**src/rtl/alu_pkg.sv**
```systemverilog
// Shared ALU operation codes and FSM state encoding for the multi-cycle ALU.
package alu_pkg;

  localparam logic [3:0] ALU_ADD  = 4'b0000;
  localparam logic [3:0] ALU_SUB  = 4'b0001;
  localparam logic [3:0] ALU_MUL  = 4'b0010;
  localparam logic [3:0] ALU_DIVU = 4'b0011;
  localparam logic [3:0] ALU_AND  = 4'b0100;
  localparam logic [3:0] ALU_OR   = 4'b0101;
  localparam logic [3:0] ALU_NOR  = 4'b0110;
  localparam logic [3:0] ALU_XOR  = 4'b0111;
  localparam logic [3:0] ALU_SRL  = 4'b1000;
  localparam logic [3:0] ALU_SLL  = 4'b1001;
  localparam logic [3:0] ALU_SLTU = 4'b1010;
  localparam logic [3:0] ALU_SLT  = 4'b1011;

  localparam logic [1:0] ST_IDLE = 2'd0;
  localparam logic [1:0] ST_MUL  = 2'd1;
  localparam logic [1:0] ST_DIV  = 2'd2;
  localparam logic [1:0] ST_DONE = 2'd3;

endpackage

```
**src/rtl/multicycle_alu_if.sv**
```systemverilog
// Request/response handshake bundle between decode/control and writeback.
interface multicycle_alu_if #(
  parameter int WIDTH = 32
);
  logic             in_valid;
  logic             in_ready;
  logic [3:0]       alu_code;
  logic [WIDTH-1:0] a;
  logic [WIDTH-1:0] b;
  logic             out_valid;
  logic             out_ready;
  logic [WIDTH-1:0] result_lo;
  logic [WIDTH-1:0] result_hi;
  logic             zero;
  logic             div_by_zero;

  modport master (
    output in_valid, alu_code, a, b, out_ready,
    input  in_ready, out_valid, result_lo, result_hi, zero, div_by_zero
  );

  modport slave (
    input  in_valid, alu_code, a, b, out_ready,
    output in_ready, out_valid, result_lo, result_hi, zero, div_by_zero
  );
endinterface

```
**src/rtl/seq_muldiv_unit.sv**
```systemverilog
// Iterative shift-add multiplier / restoring divider, one bit per cycle.
module seq_muldiv_unit #(
  parameter int WIDTH = 32
) (
  input  logic             clk,
  input  logic             rst,
  input  logic             start,
  input  logic             op_div,
  input  logic [WIDTH-1:0] a,
  input  logic [WIDTH-1:0] b,
  output logic             done,
  output logic [WIDTH-1:0] res_lo,
  output logic [WIDTH-1:0] res_hi
);
  localparam int CW = ($clog2(WIDTH) > 5) ? $clog2(WIDTH) : 5;
  localparam logic [CW-1:0] LAST = CW'(WIDTH - 1);

  logic             busy;
  logic             div_q;
  logic [CW-1:0]    cnt;
  logic [WIDTH-1:0] hi_q;
  logic [WIDTH-1:0] lo_q;
  logic [WIDTH-1:0] opnd_q;
  logic [WIDTH:0]   mul_sum;
  logic [WIDTH:0]   div_shift;
  logic [WIDTH:0]   div_diff;

  // res_* are the post-step values, so on the final step the owner can capture
  // them on the same edge that retires the operation.
  always_comb begin
    mul_sum   = {1'b0, hi_q} + (lo_q[0] ? {1'b0, opnd_q} : '0);
    div_shift = {hi_q, lo_q[WIDTH-1]};
    div_diff  = div_shift - {1'b0, opnd_q};
    res_hi    = mul_sum[WIDTH:1];
    res_lo    = {mul_sum[0], lo_q[WIDTH-1:1]};
    if (div_q) begin
      if (!div_diff[WIDTH]) begin
        res_hi = div_diff[WIDTH-1:0];
        res_lo = {lo_q[WIDTH-2:0], 1'b1};
      end else begin
        res_hi = div_shift[WIDTH-1:0];
        res_lo = {lo_q[WIDTH-2:0], 1'b0};
      end
    end
  end

  assign done = busy && (cnt == LAST);

  always_ff @(posedge clk) begin
    if (rst) begin
      busy   <= 1'b0;
      div_q  <= 1'b0;
      cnt    <= '0;
      hi_q   <= '0;
      lo_q   <= '0;
      opnd_q <= '0;
    end else if (start) begin
      busy   <= 1'b1;
      div_q  <= op_div;
      cnt    <= '0;
      hi_q   <= '0;
      lo_q   <= a;
      opnd_q <= b;
    end else if (busy) begin
      hi_q <= res_hi;
      lo_q <= res_lo;
      if (done) begin
        busy <= 1'b0;
        cnt  <= '0;
      end else begin
        cnt <= cnt + 1'b1;
      end
    end
  end

endmodule

```
**src/rtl/multicycle_alu.sv**
```systemverilog
// Multi-cycle ALU: single-cycle ops plus iterative mul/divu behind valid/ready.
module multicycle_alu
  import alu_pkg::*;
#(
  parameter int WIDTH = 32
) (
  input logic              clk,
  input logic              rst,
  multicycle_alu_if.slave  bus
);
  localparam int SHW = $clog2(WIDTH);

  logic [1:0]       state;
  logic             accept;
  logic             b_is_zero;
  logic             mdu_start;
  logic             mdu_done;
  logic [WIDTH-1:0] mdu_lo;
  logic [WIDTH-1:0] mdu_hi;
  logic [WIDTH-1:0] sc_result;
  logic [SHW-1:0]   shamt;
  logic [WIDTH-1:0] lo_q;
  logic [WIDTH-1:0] hi_q;
  logic             zero_q;
  logic             dbz_q;

  assign accept    = bus.in_valid && bus.in_ready;
  assign b_is_zero = (bus.b == '0);
  assign shamt     = bus.a[SHW-1:0];
  assign mdu_start = accept && ((bus.alu_code == ALU_MUL) ||
                                ((bus.alu_code == ALU_DIVU) && !b_is_zero));

  assign bus.in_ready    = (state == ST_IDLE);
  assign bus.out_valid   = (state == ST_DONE);
  assign bus.result_lo   = lo_q;
  assign bus.result_hi   = hi_q;
  assign bus.zero        = zero_q;
  assign bus.div_by_zero = dbz_q;

  always_comb begin
    sc_result = '0;
    case (bus.alu_code)
      ALU_ADD:  sc_result = bus.a + bus.b;
      ALU_SUB:  sc_result = bus.a - bus.b;
      ALU_AND:  sc_result = bus.a & bus.b;
      ALU_OR:   sc_result = bus.a | bus.b;
      ALU_NOR:  sc_result = ~(bus.a | bus.b);
      ALU_XOR:  sc_result = bus.a ^ bus.b;
      ALU_SRL:  sc_result = bus.b >> shamt;
      ALU_SLL:  sc_result = bus.b << shamt;
      ALU_SLTU: sc_result = {{(WIDTH-1){1'b0}}, (bus.a < bus.b)};
      ALU_SLT:  sc_result = {{(WIDTH-1){1'b0}}, ($signed(bus.a) < $signed(bus.b))};
      default:  sc_result = '0;
    endcase
  end

  seq_muldiv_unit #(.WIDTH(WIDTH)) u_muldiv (
    .clk    (clk),
    .rst    (rst),
    .start  (mdu_start),
    .op_div (bus.alu_code == ALU_DIVU),
    .a      (bus.a),
    .b      (bus.b),
    .done   (mdu_done),
    .res_lo (mdu_lo),
    .res_hi (mdu_hi)
  );

  // Single-cycle results are registered straight from the request, so the
  // operands never need their own holding registers.
  always_ff @(posedge clk) begin
    if (rst) begin
      state  <= ST_IDLE;
      lo_q   <= '0;
      hi_q   <= '0;
      zero_q <= 1'b0;
      dbz_q  <= 1'b0;
    end else begin
      case (state)
        ST_IDLE: begin
          if (accept) begin
            if (bus.alu_code == ALU_MUL) begin
              state <= ST_MUL;
            end else if (bus.alu_code == ALU_DIVU && !b_is_zero) begin
              state <= ST_DIV;
            end else if (bus.alu_code == ALU_DIVU) begin
              state  <= ST_DONE;
              lo_q   <= '1;
              hi_q   <= bus.a;
              zero_q <= 1'b0;
              dbz_q  <= 1'b1;
            end else begin
              state  <= ST_DONE;
              lo_q   <= sc_result;
              hi_q   <= '0;
              zero_q <= (sc_result == '0);
              dbz_q  <= 1'b0;
            end
          end
        end
        ST_MUL, ST_DIV: begin
          if (mdu_done) begin
            state  <= ST_DONE;
            lo_q   <= mdu_lo;
            hi_q   <= mdu_hi;
            zero_q <= (mdu_lo == '0);
            dbz_q  <= 1'b0;
          end
        end
        ST_DONE: begin
          if (bus.out_ready) state <= ST_IDLE;
        end
        default: state <= ST_IDLE;
      endcase
    end
  end

endmodule

```
**src/flat_wrapper.sv**
```systemverilog
// flat-port wrapper written by rule: the top's interface ports become plain ports
module multicycle_alu_flat import alu_pkg::*;
#(
  parameter int WIDTH = 32
)
  (clk, rst, bus_in_valid, bus_alu_code, bus_a, bus_b, bus_out_ready, bus_in_ready, bus_out_valid, bus_result_lo, bus_result_hi, bus_zero, bus_div_by_zero);
  multicycle_alu_if #(.WIDTH(WIDTH)) bus_i ();
  input logic clk;
  input logic rst;
  input wire logic [$bits(bus_i.in_valid)-1:0] bus_in_valid;
  input wire logic [$bits(bus_i.alu_code)-1:0] bus_alu_code;
  input wire logic [$bits(bus_i.a)-1:0] bus_a;
  input wire logic [$bits(bus_i.b)-1:0] bus_b;
  input wire logic [$bits(bus_i.out_ready)-1:0] bus_out_ready;
  output wire logic [$bits(bus_i.in_ready)-1:0] bus_in_ready;
  output wire logic [$bits(bus_i.out_valid)-1:0] bus_out_valid;
  output wire logic [$bits(bus_i.result_lo)-1:0] bus_result_lo;
  output wire logic [$bits(bus_i.result_hi)-1:0] bus_result_hi;
  output wire logic [$bits(bus_i.zero)-1:0] bus_zero;
  output wire logic [$bits(bus_i.div_by_zero)-1:0] bus_div_by_zero;
  assign bus_i.in_valid = bus_in_valid;
  assign bus_i.alu_code = bus_alu_code;
  assign bus_i.a = bus_a;
  assign bus_i.b = bus_b;
  assign bus_i.out_ready = bus_out_ready;
  assign bus_in_ready = bus_i.in_ready;
  assign bus_out_valid = bus_i.out_valid;
  assign bus_result_lo = bus_i.result_lo;
  assign bus_result_hi = bus_i.result_hi;
  assign bus_zero = bus_i.zero;
  assign bus_div_by_zero = bus_i.div_by_zero;
  multicycle_alu #(.WIDTH(WIDTH)) u_core (.clk(clk), .rst(rst), .bus(bus_i));
endmodule
```
**config.mk**
```make
export PLATFORM = sky130hd
export DESIGN_NAME = multicycle_alu_flat
export DESIGN_NICKNAME = d
export VERILOG_FILES = /design/src/rtl/alu_pkg.sv /design/src/rtl/multicycle_alu_if.sv /design/src/rtl/seq_muldiv_unit.sv /design/src/rtl/multicycle_alu.sv /design/src/flat_wrapper.sv
export SDC_FILE = /design/constraint.sdc
export NUM_CORES = 1
export LEC_CHECK = 0
export CAP_MARGIN = 10
export CELL_PAD_IN_SITES_DETAIL_PLACEMENT = 0
export CELL_PAD_IN_SITES_GLOBAL_PLACEMENT = 1
export CORE_MARGIN = 5
export CORE_UTILIZATION = 46
export CTS_CLUSTER_SIZE = 14
export DETAILED_ROUTE_END_ITERATION = 6
export PLACE_DENSITY_LB_ADDON = 0.1
export SLEW_MARGIN = 10
export SYNTH_ARGS = -nofsm -noshare
export SYNTH_HDL_FRONTEND = slang
export SYNTH_HIERARCHICAL = 1
export SYNTH_SLANG_ARGS = --single-unit
```
**constraint.sdc**
```tcl
create_clock -name clk -period 6.8 [get_ports clk]
set_clock_uncertainty 0.2 [all_clocks]
set_input_delay 1.02 -clock clk [delete_from_list [all_inputs] [get_ports clk]]
set_output_delay 1.02 -clock clk [all_outputs]
set_load 0.1 [all_outputs]
```
==> results of run 1 <==
[power groups by stage]
stage | Combinational, mW | Sequential, mW | Clock [mW]
global placement | 4.25 | 1.33 | 0
global route | 4.58 | 1.34 | 1.07
CTS | 4.30 | 1.32 | 1.04
floorplan | 2.07 | 2.32 | 0
finish | 4.39 | 1.32 | 1.02
detailed placement | 4.28 | 1.34 | 0
[cell families (layout without fill, tap and decap cells)]
group | after synthesis | count (layout) | share of synthesized area [%]
adders and majority gates | 174 | 174 | 9.87
buffers and inverters | 396 | 406 | 7.36
muxes | 238 | 238 | 13.5
DFF | 171 | 171 | 15.3
AOI/OAI and AO/OA | 911 | 911 | 28.0
other | 0 | 4 | 0
and+or+nand+nor | 1059 | 1059 | 22.9
xor gates and xnor gates | 77 | 77 | 3.02
[worst max-delay path, delay by kind of cell]
family	cells	cell delay (ns)
AND/OR/NAND/NOR	3	1.43
buffers and inverters	3	1.27
XOR/XNOR	1	0.19
AO/OA/AOI/OAI	6	1.55
adder cells (fa/ha/maj)	1	0.53
[path summary, 6_finish.rpt]
check	from	to	depth (start not counted)
worst min register to register	u_core/bus.result_lo[18]$_SDFFE_PP0P_	u_core/bus.result_lo[18]$_SDFFE_PP0P_	2
worst max-delay path	bus_b[7]	u_core/bus.zero$_SDFFE_PP0P_	14
worst min-delay path	u_core/bus.result_lo[18]$_SDFFE_PP0P_	u_core/bus.result_lo[18]$_SDFFE_PP0P_	2
worst max register to register	u_core/u_muldiv/lo_q[31]$_SDFFE_PP0P_	u_core/bus.zero$_SDFFE_PP0P_	17
[synth_stat cells, drive strengths merged, types with 20 or more instances]
cell type	number
a21oi	238
a211oi	97
xor2	27
nor2b	22
nand4	30
and3	50
clkbuf	160
or3	41
mux4	43
nand3	59
o221ai	25
dfxtp	171
mux2i	112
buf	79
o21a	20
ha	170
a21o	52
mux2	83
o211ai	36
nand2b	35
nor3	74
o21ai	140
nor4	31
nand2	243
a31oi	41
or2	20
and2	48
xnor2	50
o31ai	23
nor2	363
o22ai	35
inv	154
[layout make-up]
| type | instances | area (um2) | share of cell area, % |
|---|---|---|---|
| multi-input cells | 2459 | 17400 | 70.2 |
| flip-flops and latches | 171 | 3430 | 13.9 |
| repair buffers | 217 | 1980 | 8.00 |
| well taps | 615 | 769 | 3.11 |
| inverters | 157 | 589 | 2.38 |
| clock buffers | 17 | 425 | 1.72 |
| clock inverters | 15 | 173 | 0.698 |
| diodes | 4 | 10.0 | 0.0405 |
[routing by layer]
layer,up-vias,GRT usage (%)
li1,11136,-
met1,12142,51.7
met2,1669,55.0
met3,290,9.27
met4,4,15.7
met5,-,0
[metrics by stage]
stage                     total power, mW  instances  instance area [um2]  hold WS [ns]  setup WS [ns]
after floorplan                      4.39       3026                22400         0.275           1.66
after CTS                            6.65       3651                24700         0.260           1.21
after detailed placement             5.62       3619                24100         0.249          0.757
after global routing                 6.99       3652                24700         0.268          0.939
after global placement               5.59       3619                24100         0.241          0.806
final                                6.74       3655                24700         0.254          0.975
[state kept, by name, summed over array words and instances (netlist names)]
register	cells
u_core/u_muldiv/lo_q	32
u_core/u_muldiv/div_q	1
u_core/u_muldiv/cnt	5
u_core/u_muldiv/hi_q	32
u_core/bus.div_by_zero	1
u_core/u_muldiv/opnd_q	32
u_core/state	2
u_core/bus.result_lo	32
u_core/bus.result_hi	32
u_core/u_muldiv/busy	1
u_core/bus.zero	1
==> impl_metrics.csv, run 1 <==
group,metric,value,unit
clocking,hold_buffers,0,
floorplan,die_w,230,um
layout,nFillCells,4832,
critical_path,path_max_fanout,15,
power_and_ir_drop,p_per_area,272,nW/um2
hold_path,hold_class,"reg2reg",
floorplan,die_area,53100,um2
drt,viasPerCell,6.91,
yosys,syn_inst,3026,
sta,setup_violations,0,
placement,numPortBuffers,139,
drt,routedLengthMet1,43900,um
layout,syn_to_final_growth,10.6,%
yosys,synthDistinctLibCells,113,
sta,rsz0062_at_grt,"no",
floorplan,start_util,46.6,%
drt,wl_met3,12200,um
sta,hold_violations,0,
yosys,synth_top_area_share,15.3,%
sta,post-route-period-util,85.7,%
critical_path,critPathLaunchType,"input port",
power_and_ir_drop,clkPwrFrac,15.2,%
clocking,clk_pin_slew_worst_paths,0.08,ns
power_and_ir_drop,power.share.switching,56.2,%
drt,top_layer_used,"met5",
layout,final_nets,3269,
clocking,clockBufferDepth,2,
clocking,clkLatencyLatePin,0.45,ns
sta,slew-limit-headroom,13.3,%
power_and_ir_drop,seqPwrFrac,19.6,%
global_routing,antenna_found_initial,6,
yosys,synth_fp_nets,3272,
power_and_ir_drop,power_switching,3.79,mW
yosys,synth_edf_count,0,
critical_path,r2r_setup_slack,1.58,ns
critical_path,slowest_delay,0.86,ns
floorplan,coreArea,47900,um2
placement,dpl.hpwl,80200,um
sta,setup_tns,0,ns
layout,drive_gt1_share,10.6,%
status,violations,"design-rule violations",
critical_path,critPathCaptureType,"flip-flop",
power_and_ir_drop,irDropWorstVdd,0.255,mV
global_routing,grt_max_degree,78,
clocking,cts_buffers,17,
drt,wirelength,105000,um
sta,clock.fmax,172,MHz
drt,first_pass_iters,7,
drt,vias,25241,
global_routing,grt_overflow,0,
drt,drtIter0Drc,3786,
floorplan,ios,140,
floorplan,num_rows,80,
clocking,clk_root_buffer_cell,"clkbuf_16",
sta,tightest_slew,1.27,ns
clocking,htreeDepth,4,
critical_path,path_cells,"clkdlybuf4s50_1 -> inv_1 -> ha_1 -> or3_1 -> a211oi_1 -> o31ai_1 -> buf_4 -> or3_4 -> a21oi_2 -> a31oi_1 -> xnor2_1 -> o22ai_1 -> or4b_1 -> o41ai_2",
yosys,netlist_area,22400,um2
drt,wl_per_cell,28.7,um
clocking,cts_setup_buffers,0,
global_routing,grt_pass1_wl,152000,um
power_and_ir_drop,p_leak,10.2,nW
clocking,cts_resized,0,
sta,drv_slew,0,
clocking,cts_tree,"built",
status,outcome,"finished, violations left",
yosys,yosysWarningCount,6,
drt,detail-route-antenna-nets,0,
yosys,yosysTopAreaCell,"dfxtp_1",
yosys,seq_area_frac_synth,15.3,%
critical_path,required,6.97,ns
clocking,cts.sinks,171,
layout,fin_util,51.6,%
critical_path,path_class,"in2reg",
placement,routabilityCongestion,1.10,
job,cap_violations,0,
global_routing,grt_use_total,37.2,%
yosys,synth-seq-cells,171,
drt,drc,1,
layout,layout_common_cells,"nor2_1, nand2_1, a21oi_1",
yosys,synth.avg_cell_area,7.39,um2
global_routing,grt_pass1_vias,22924,
drt,met2WireLength,43400,um
yosys,ys.flop_type,"dfxtp_1",
yosys,synthTopCellsByArea,"dfxtp_1, ha_1, nor2_1",
layout,final_common_cell,"nor2_1",
yosys,async_flop_share,0,%
floorplan,die_y,230,um
critical_path,cp_slowest_cell,"clkdlybuf4s50_1",
critical_path,critPathArrivalTime,5.99,ns
sta,min_period,5.83,ns
power_and_ir_drop,intPower,2.95,mW
power_and_ir_drop,combPwrFrac,65.2,%
Power figures use the tool's default switching activity.
==> run 2: changes to the inputs <==
- PLACE_DENSITY: unset -> 0.93
- PLACE_DENSITY_LB_ADDON: 0.1 -> unset
- SKIP_CTS_REPAIR_TIMING: unset -> 1
==> run 2 against run 1 <==
The run now ends clean; core utilization up 0.099 points; critical path depth shrank 1; power grew 1.6%; hold slack got worse by 0.00079 ns; sequential power hardly changed; routed wire length grew 5.7%.
==> impl_metrics.csv, run 2 (synthesis gave the netlist of run 1 again) <==
group,metric,value,unit
power_and_ir_drop,finalPower,6.85,mW
drt,drtIter0Drc,4270,
clocking,htreeDepth,4,
global_routing,grt_use_total,39.7,%
hold_path,hold_class,"reg2reg",
placement,place_area,24200,um2
sta,post-route-period-util,83.7,%
critical_path,critPathLaunchType,"input port",
global_routing,grt_pass1_wl,161000,um
floorplan,die_w,230,um
sta,tightest_slew,1.25,ns
sta,setup_violations,0,
drt,wirelength,111000,um
clocking,clkLatencyLatePin,0.47,ns
sta,setup_tns,0,ns
layout,fin_util,51.7,%
layout,final_common_cell,"nor2_1",
placement,numPortBuffers,139,
drt,viasPerCell,7.02,
power_and_ir_drop,irDropWorstVdd,0.315,mV
layout,drive_gt1_share,10.8,%
floorplan,coreArea,47900,um2
global_routing,antenna_found_initial,4,
critical_path,critical_path.top_delay_family,"compound AO/OA/AOI/OAI gates",
global_routing,grt_overflow,0,
layout,nFillCells,4724,
sta,hold_violations,0,
job,cap_violations,0,
global_routing,use_met2,57.5,%
critical_path,path_class,"in2reg",
sta,slew-limit-headroom,14.3,%
drt,wl_per_cell,30.2,um
clocking,clk_pin_slew_worst_paths,0.07,ns
clocking,cts_tree,"built",
floorplan,die_area,53100,um2
global_routing,grt_max_degree,79,
floorplan,start_util,46.6,%
drt,detail-route-antenna-nets,0,
clocking,clockBufferDepth,2,
floorplan,die_y,230,um
critical_path,path_cells,"clkdlybuf4s50_1 -> inv_1 -> ha_1 -> or3_1 -> a211oi_1 -> o31ai_1 -> or3_4 -> a21oi_2 -> a31oi_1 -> xnor2_1 -> o22ai_1 -> or4b_1 -> o41ai_2",
clocking,cts.sinks,171,
critical_path,timing.critical_path.buf_inv,2,
drt,drc,0,
critical_path,slowest_delay,1.01,ns
placement,dpl.hpwl,85200,um
layout,syn_to_final_growth,10.8,%
global_routing,use_met3,9.95,%
floorplan,ios,140,
critical_path,cp_slowest_cell,"clkdlybuf4s50_1",
floorplan,num_rows,80,
sta,min_period,5.69,ns
drt,vias,25709,
power_and_ir_drop,p_leak,10.2,nW
critical_path,critPathArrivalTime,5.86,ns
drt,first_pass_iters,6,
placement,routabilityCongestion,1.11,
layout,final_nets,3279,
critical_path,required,6.97,ns
layout,layout_common_cells,"nor2_1, nand2_1, a21oi_1",
clocking,cts_buffers,17,
global_routing,grt_busiest_layer,"met2",
critical_path,path_max_fanout,15,
layout,design_area,24800,um2
status,outcome,"finished, final reports clean",
sta,drv_slew,0,
clocking,clk_root_buffer_cell,"clkbuf_16",
global_routing,grt_pass1_vias,23730,
power_and_ir_drop,p_per_area,276,nW/um2
sta,clock.fmax,176,MHz
critical_path,critPathCaptureType,"flip-flop",
sta,rsz0062_at_grt,"no",
global_routing,grtUsageMet1,55.2,%
==> run 2: cell types whose count changed in the layout (fill, tap and decap cells not counted) <==
cell	previous run	this run
bufinv_16	1	3
clkinv_8	2	0
inv_8	4	2
inv_2	6	5
clkinv_1	3	4
buf_12	2	1
diode_2	4	2
clkbuf_1	0	3
buf_4	81	92
nor4b_2	2	3
inv_6	5	3
nor4b_4	3	2
==> run 2: layout make-up <==
| type | instances | area (um2) | share of cell area, % |
|---|---|---|---|
| tap | 615 | 769 | 3.11 |
| antenna | 2 | 5.00 | 0.0202 |
| timing repair buffer | 227 | 2040 | 8.24 |
| clock inverter | 11 | 160 | 0.646 |
| inverter | 157 | 589 | 2.38 |
| multi-input combinational | 2459 | 17300 | 70.0 |
| sequential | 171 | 3430 | 13.8 |
| clock buffer | 20 | 437 | 1.76 |
==> run 2: per-layer routing <==
layer  routed length (um)  share of wire, %  vias up
li1                     -                 -    11145
met5                   21             0.019        -
met4                 6620               6.0        4
met1                45100                41    12277
met2                45200                41     1921
met3                13800                12      362
==> run 2: tightest hold or removal path, delay by kind of cell (launching register included) <==
| kind | cells | cell delay (ns) |
|---|---|---|
| and+or+nand+nor | 1 | 0.05 |
| DFF | 1 | 0.31 |
| AOI/OAI and AO/OA | 1 | 0.05 |
==> run 2: per-stage QoR <==
step	cells	hold WS, ns	setup WS [ns]
final	3662	0.254	1.11
after global placement	3629	0.243	0.740
after CTS	3660	0.252	1.24
after floorplan	3026	0.275	1.66
after detailed placement	3629	0.244	0.798
after global routing	3661	0.268	1.02
==> run 2: path summary, 6_finish.rpt <==
path                                               from                                     to  slack (ns)  depth (start not counted)
setup / recovery                               bus_a[7]           u_core/bus.zero$_SDFFE_PP0P_        1.11                         13
hold / removal    u_core/bus.result_lo[19]$_SDFFE_PP0P_  u_core/bus.result_lo[19]$_SDFFE_PP0P_        0.25                          2
setup reg to reg  u_core/u_muldiv/lo_q[31]$_SDFFE_PP0P_           u_core/bus.zero$_SDFFE_PP0P_        1.66                         17
hold reg to reg   u_core/bus.result_lo[19]$_SDFFE_PP0P_  u_core/bus.result_lo[19]$_SDFFE_PP0P_        0.25                          2
==> run 2: report_power, final <==
group          switching [mW]  total, mW  internal, mW  leakage [nW]
clock                   0.479       1.06         0.585         0.289
sequential              0.141       1.33          1.19          1.39
combinational            3.21       4.46          1.24          8.52
total                    3.83       6.85          3.01          10.2
